### src/rtl/inst_fetch_unit.sv
// rtl/inst_fetch_unit.sv - multi-cycle instruction fetch unit feeding the decode stage
//
// Purpose:
//   Fetches one instruction word at a time from instruction memory.
//   The returned word and its PC are held for the decoder until it accepts them.
//   The unit then waits for the commit-time next PC (dnpc) before it fetches again.
//   Misaligned targets and response timeouts are reported through fetch_err with inst forced to 0.
//   An ebreak retirement (halt on commit) parks the unit until reset.
//
// Ports:
//   clk, rst               clock; asynchronous active-low reset
//   imem_req_valid/ready   fetch request handshake
//   imem_req_addr          fetch address (always pc_q)
//   imem_rsp_valid/data    single-cycle response pulse and instruction word
//   imem_rsp_err           access fault, qualified by imem_rsp_valid
//   inst_valid/ready       instruction handshake toward decode
//   inst, inst_pc          held instruction word and its PC
//   fetch_err              held instruction is an error marker (inst == 0)
//   commit_valid, dnpc     retirement of the held instruction and the next PC
//   halt                   with commit_valid: stop fetching
//   fetch_cnt              number of instructions accepted by decode (wraps)

module inst_fetch_unit #(
  parameter logic [31:0] RESET_PC = 32'h8000_0000,
  parameter int unsigned TIMEOUT  = 255
) (
  input  logic        clk,
  input  logic        rst,
  output logic        imem_req_valid,
  input  logic        imem_req_ready,
  output logic [31:0] imem_req_addr,
  input  logic        imem_rsp_valid,
  input  logic [31:0] imem_rsp_data,
  input  logic        imem_rsp_err,
  output logic        inst_valid,
  input  logic        inst_ready,
  output logic [31:0] inst,
  output logic [31:0] inst_pc,
  output logic        fetch_err,
  input  logic        commit_valid,
  input  logic [31:0] dnpc,
  input  logic        halt,
  output logic [31:0] fetch_cnt
);

  // The timeout counter is 8 bits wide, so the limit is taken modulo 256.
  localparam logic [7:0] TMO_LIMIT = 8'(TIMEOUT);

  typedef enum logic [2:0] {
    BOOT,
    REQ,
    WAIT_RSP,
    HOLD,
    WAIT_COMMIT,
    HALTED
  } state_t;

  state_t      state_q, state_d;
  logic [31:0] pc_q;
  logic [7:0]  tmo_cnt_q;

  // Datapath update strobes produced by the FSM.
  logic        ld_rsp;    // capture a memory response
  logic        ld_tmo;    // capture a timeout error marker
  logic        ld_mis;    // capture a misaligned-target error marker
  logic        ld_pc;     // take dnpc as the new fetch PC
  logic        cnt_inc;   // decoder accepted the held instruction
  logic        tmo_clr;
  logic        tmo_inc;

  always_ff @(posedge clk or negedge rst) begin
    if (!rst) begin
      state_q <= BOOT;
    end else begin
      state_q <= state_d;
    end
  end

  always_comb begin
    state_d        = state_q;
    imem_req_valid = 1'b0;
    inst_valid     = 1'b0;
    ld_rsp         = 1'b0;
    ld_tmo         = 1'b0;
    ld_mis         = 1'b0;
    ld_pc          = 1'b0;
    cnt_inc        = 1'b0;
    tmo_clr        = 1'b0;
    tmo_inc        = 1'b0;

    case (state_q)
      BOOT: begin
        state_d = REQ;
      end

      REQ: begin
        imem_req_valid = 1'b1;
        if (imem_req_ready) begin
          tmo_clr = 1'b1;
          state_d = WAIT_RSP;
        end
      end

      // A response arriving in the same cycle as the timeout takes priority.
      WAIT_RSP: begin
        if (imem_rsp_valid) begin
          ld_rsp  = 1'b1;
          state_d = HOLD;
        end else if (tmo_cnt_q == TMO_LIMIT) begin
          ld_tmo  = 1'b1;
          state_d = HOLD;
        end else begin
          tmo_inc = 1'b1;
        end
      end

      HOLD: begin
        inst_valid = 1'b1;
        if (inst_ready) begin
          cnt_inc = 1'b1;
          state_d = WAIT_COMMIT;
        end
      end

      // Halt wins over dnpc; a misaligned dnpc skips memory entirely.
      WAIT_COMMIT: begin
        if (commit_valid) begin
          if (halt) begin
            state_d = HALTED;
          end else begin
            ld_pc = 1'b1;
            if (dnpc[1:0] == 2'b00) begin
              state_d = REQ;
            end else begin
              ld_mis  = 1'b1;
              state_d = HOLD;
            end
          end
        end
      end

      HALTED: begin
        state_d = HALTED;
      end

      default: begin
        state_d = BOOT;
      end
    endcase
  end

  always_ff @(posedge clk or negedge rst) begin
    if (!rst) begin
      pc_q      <= RESET_PC;
      inst      <= 32'd0;
      inst_pc   <= RESET_PC;
      fetch_err <= 1'b0;
      fetch_cnt <= 32'd0;
      tmo_cnt_q <= 8'd0;
    end else begin
      if (ld_pc) begin
        pc_q <= dnpc;
      end

      if (ld_rsp) begin
        inst      <= imem_rsp_err ? 32'd0 : imem_rsp_data;
        inst_pc   <= pc_q;
        fetch_err <= imem_rsp_err;
      end else if (ld_tmo) begin
        inst      <= 32'd0;
        inst_pc   <= pc_q;
        fetch_err <= 1'b1;
      end else if (ld_mis) begin
        inst      <= 32'd0;
        inst_pc   <= dnpc;
        fetch_err <= 1'b1;
      end

      if (cnt_inc) begin
        fetch_cnt <= fetch_cnt + 32'd1;
      end

      if (tmo_clr) begin
        tmo_cnt_q <= 8'd0;
      end else if (tmo_inc) begin
        tmo_cnt_q <= tmo_cnt_q + 8'd1;
      end
    end
  end

  assign imem_req_addr = pc_q;

endmodule

### config.mk
export PLATFORM = sky130hd
export DESIGN_NAME = inst_fetch_unit
export DESIGN_NICKNAME = d
export VERILOG_FILES = /design/src/rtl/inst_fetch_unit.sv
export SDC_FILE = /design/constraint.sdc
export NUM_CORES = 1
export LEC_CHECK = 0
export ABC_AREA = 0
export BUFFER_PORTS_ARGS = -buffer_cell sky130_fd_sc_hd__buf_2
export CORE_MARGIN = 3
export CORE_UTILIZATION = 51
export CTS_CLUSTER_DIAMETER = 60
export CTS_CLUSTER_SIZE = 10
export DETAILED_ROUTE_END_ITERATION = 10
export PLACE_DENSITY = 0.81
export SYNTH_ARGS = -nofsm -noshare
export SYNTH_HDL_FRONTEND = slang
export SYNTH_SLANG_ARGS = --single-unit
### constraint.sdc
create_clock -name clk -period 2.6 [get_ports clk]
set_clock_uncertainty 0.1 [all_clocks]
set_input_delay 0.78 -clock clk [delete_from_list [all_inputs] [get_ports clk]]
set_output_delay 0.78 -clock clk [all_outputs]
set_load 0.02 [all_outputs]
==> results <==
- Setup violations remaining at the end of the flow were counted as 0.
- The net count of the finished layout is roughly 730.
- The number of flip-flops and latches in the synthesized netlist is between 100 and 150.
- The post-layout worst setup margin is 207.8 ps.
- In the layout the commonest cells are 201 x sky130_fd_sc_hd__buf_2, 138 x sky130_fd_sc_hd__dfrtp_1, 79 x sky130_fd_sc_hd__mux2_2.
- After synthesis, the cell types taking the most area are sky130_fd_sc_hd__dfrtp_1 56%, sky130_fd_sc_hd__mux2_2 14%, sky130_fd_sc_hd__a22o_1 4.5%.
- In this run the critical register-to-register path is launched from tmo_cnt_q[0].
- In the final layout, the share of cells above drive strength 1 is roughly half.
- For this configuration, the core starts out at a cell density of between 50% and 60%.
- The number of cells produced by synthesis is between 400 and 500.
- The first-pass GRT wire length is roughly 23,000 um.
- The worst setup path is of the flop to flop kind.
- For the pin with the worst max-slew slack, the measured transition is 942.3 ps.
- CTS saw 140 sinks.
- The highest ir drop seen on vdd is 759.1 uV.
- The share of synthesized flip-flops with an asynchronous set or reset is 100.0%.
- 0 antenna diodes ended up in the layout.
- The number of detailed-routing iterations run before antenna repair is 6.
- The path class of the tightest hold or removal check is input pin to asynchronous set/reset pin.
- The final cell count without fillers is between 800 and 900.
- The die covers roughly 13,000 um2.
- At the end of the flow the core is filled with cells to between 60% and 70%.
- The die is between 100 and 150 um wide.
- The cell with the biggest individual delay on the critical path is sky130_fd_sc_hd__nor2_4.
- The number of antenna violations at the first check in global routing came to 0.
- The family with the most delay on the worst path is simple AND/OR/NAND/NOR gates.
- The worst setup path is launched from a flop.
- Among all flip-flop cells after synthesis, the most frequent one is sky130_fd_sc_hd__dfrtp_1.
- The post-synthesis instance area is approximately 6200 um2.
- The number of clock buffers inserted by TritonCTS is 17.
- The critical path contains buffers and inverters numbering 0 combined.
- The final sum of negative setup slack is 0 ps.
- After detailed routing, the total wire length is between 10,000 and 15,000 um.
- The signal on the critical path passes through ha_1, and3_1, a21oi_1, nor2_4, mux2_2.
- The worst register-to-register path has a depth of 5.
- After routing the design area is about 8000 um2.
- The routed layout has about 4,400 vias.
- The number of primary I/O pins is slightly above 200.
- The power per cell area is ~1100 nW/um2.
- The area share of the largest cell type after synthesis is a little under three fifths.
- The clock period minus final worst setup slack is between 2000 and 2500 ps.
- In this run the mean area of a mapped cell was approximately 14 um2.
- The number of enable flip-flop cells after synthesis is 0.
- The number of port buffers is between 200 and 250.
- In this run the vertical extent of the chip is about 120 um.
- The largest area contributor in the synthesized netlist is sky130_fd_sc_hd__dfrtp_1.
- After clock tree synthesis, the clock-pin slew on the worst setup and hold paths is approximately 60 ps.
- The count of buffers added by post-CTS timing repair for setup is 0.
- The number of cell rows is 39.
- The global-route congestion overflow total is 0.
- The number of DRC violations after detailed-routing iteration 0 is about 310.
- Setup repair after global routing left no endpoint under its margin.
- The number of gates resized after cts is 0.
- The area after detailed placement is between 7000 and 8000 um2.
- The max-slew violation total from the final report was 0.
- In this run the deepest clock path goes through 2 buffers.
- In the routed layout, each cell is associated on average with a via count of 5.429.
- The count of nets left with antenna violations once routing finished came out at 0.
- The global routing usage summed across all routing layers is between 20% and 30%.
- Detailed placement ended at an HPWL of approximately 10,000 um.
- The core footprint is approximately 12,000 um2.
- The post-synthesis to final-layout area growth is 28.42%.
- For this run, design rule violations remaining after detail routing come to 0.
- The worst register-to-register path ends at inst_pc[26].
- The worst endpoint data arrival time is about 2600 ps.
- The share of synthesized area occupied by flip-flops and latches is 56.77%.
- Summed over all cells, the static leakage comes to 4.148 nW.
- TritonCTS built the clock tree.
- At the later pin of the worst-skew pair, clock insertion delay measures 410 ps.
- At the end of routability-driven placement, the weighted congestion stood at 0.8155.
- Synthesis produced a netlist with a net count of between 500 and 600.
- Dividing the detail-routed wire length by the instance count gives 17.54 um.
- Entering global routing, the biggest net connects between 60 and 70 pins.
- The library cell used most frequently in the layout, excluding fill and tap cells, is sky130_fd_sc_hd__buf_2.
- The final worst-path cycle share is a little over 90%.
- Data on the critical path is required at its endpoint by approximately 2800 ps.
- Counting tap cells, the placed design contains a total of around 780 instances.
- The total of hold buffers inserted after clock tree synthesis is 0.
- For this run, the top clock speed supported by timing is between 400 and 500 MHz.
- Max-cap violations in this run came to 0.
- The Yosys step of the flow raised 0 warnings.
- The run finished with clean final reports.
- The via count of the first global-routing pass came to 4,645.
- Measured against its own limit, the worst slew margin works out to 37.03%.
- The reg-to-reg setup timing slack is around 210 ps.
- The number of H-tree branching levels is 4.
- The tree is rooted in a sky130_fd_sc_hd__clkbuf_16.
- The worst slack at placement is ~120 ps.
- The final-layout fill cell count is between 800 and 900.
- The element type at the critical path end is a flop.
- In this design, the stage delay of the slowest critical-path cell is roughly 740 ps.
- Counting distinct cell types in the post-synthesis netlist gives between 40 and 50.
- The final count of hold timing violations is 0.
- The maximum fanout along the worst path is 32.
## worst max-delay path by stage
stage | from | cells after the start | slack, ps | to
CTS | tmo_cnt_q[0] | 5 | 190 | inst_pc[22]
detailed placement | halt | 6 | 120 | inst_pc[8]
global placement | imem_rsp_valid | 4 | 170 | inst_pc[29]
floorplan | halt | 5 | 330 | inst_pc[10]
global route | tmo_cnt_q[0] | 5 | 70 | inst_pc[22]
finish | tmo_cnt_q[0] | 5 | 210 | inst_pc[26]
## synth_stat cells (2+ instances only)
master	count
sky130_fd_sc_hd__ha_1	2
sky130_fd_sc_hd__mux2_1	14
sky130_fd_sc_hd__and3_1	4
sky130_fd_sc_hd__nor3_1	5
sky130_fd_sc_hd__nor4_1	2
sky130_fd_sc_hd__nand3_1	14
sky130_fd_sc_hd__and4_1	2
sky130_fd_sc_hd__a22o_1	32
sky130_fd_sc_hd__dfrtp_1	138
sky130_fd_sc_hd__o22ai_1	3
sky130_fd_sc_hd__buf_6	12
sky130_fd_sc_hd__nand2_1	17
sky130_fd_sc_hd__nor4_4	2
sky130_fd_sc_hd__and2_1	2
sky130_fd_sc_hd__nor3b_4	2
sky130_fd_sc_hd__buf_4	2
sky130_fd_sc_hd__xor2_1	10
sky130_fd_sc_hd__xnor2_1	27
sky130_fd_sc_hd__a21oi_1	3
sky130_fd_sc_hd__inv_1	10
sky130_fd_sc_hd__nand4_1	18
sky130_fd_sc_hd__nor2_1	12
sky130_fd_sc_hd__o21ai_0	8
sky130_fd_sc_hd__dfstp_2	2
sky130_fd_sc_hd__mux2_2	79
sky130_fd_sc_hd__nand4b_1	2
sky130_fd_sc_hd__buf_2	5
## through the flow
step	hold WS [ps]	power [mW]
4_1_cts	287.1	8.726
3_5_place_dp	377.3	6.200
2_1_floorplan	374.7	5.156
5_1_grt	312.4	9.093
3_3_place_gp	370.3	6.075
6_report	275.0	8.654
## power breakdown
group | internal (mW) | total [mW] | switching, mW
Sequential | 2.84 | 3.27 | 0.428
Combinational | 1.23 | 2.91 | 1.68
Clock | 1.54 | 2.48 | 0.936
Total | 5.61 | 8.65 | 3.04
## kinds of logic after synthesis
group                      share of synthesized area (%)
AOI/OAI and AO/OA                                  6.544
xor gates and xnor gates                           5.247
adders and majority gates                         0.4051
buffers and inverters                              3.505
DFF                                                56.77
muxes                                              17.12
and+or+nand+nor                                    10.41
## final cells by class
class                           count  area [um2]  share of cell area (%)
Clock buffer                       19       442.9                   5.584
Clock inverter                     13       165.2                   2.082
Inverter                           10       37.54                  0.4733
Multi-Input combinational cell    280        2454                   30.94
Sequential cell                   140        3506                   44.20
Tap cell                          143       178.9                   2.256
Timing Repair Buffer              211        1147                   14.47
## registers in the layout, summed over array words and instances (netlist names)
name	cells
tmo_cnt_q	8
state_q	3
inst	32
fetch_cnt	32
inst_pc	32
fetch_err	1
imem_req_addr	32
## metal layers
metal / share of wire (%) / global-route usage, % / vias to the layer above
met5: 0 / 0 / -
met4: 1.2 / 7.347 / 0
met3: 7.0 / 7.415 / 15
met2: 49 / 35.75 / 156
met1: 42 / 27.04 / 2191
li1: - / - / 2068
(Power assumes the default switching activity.)
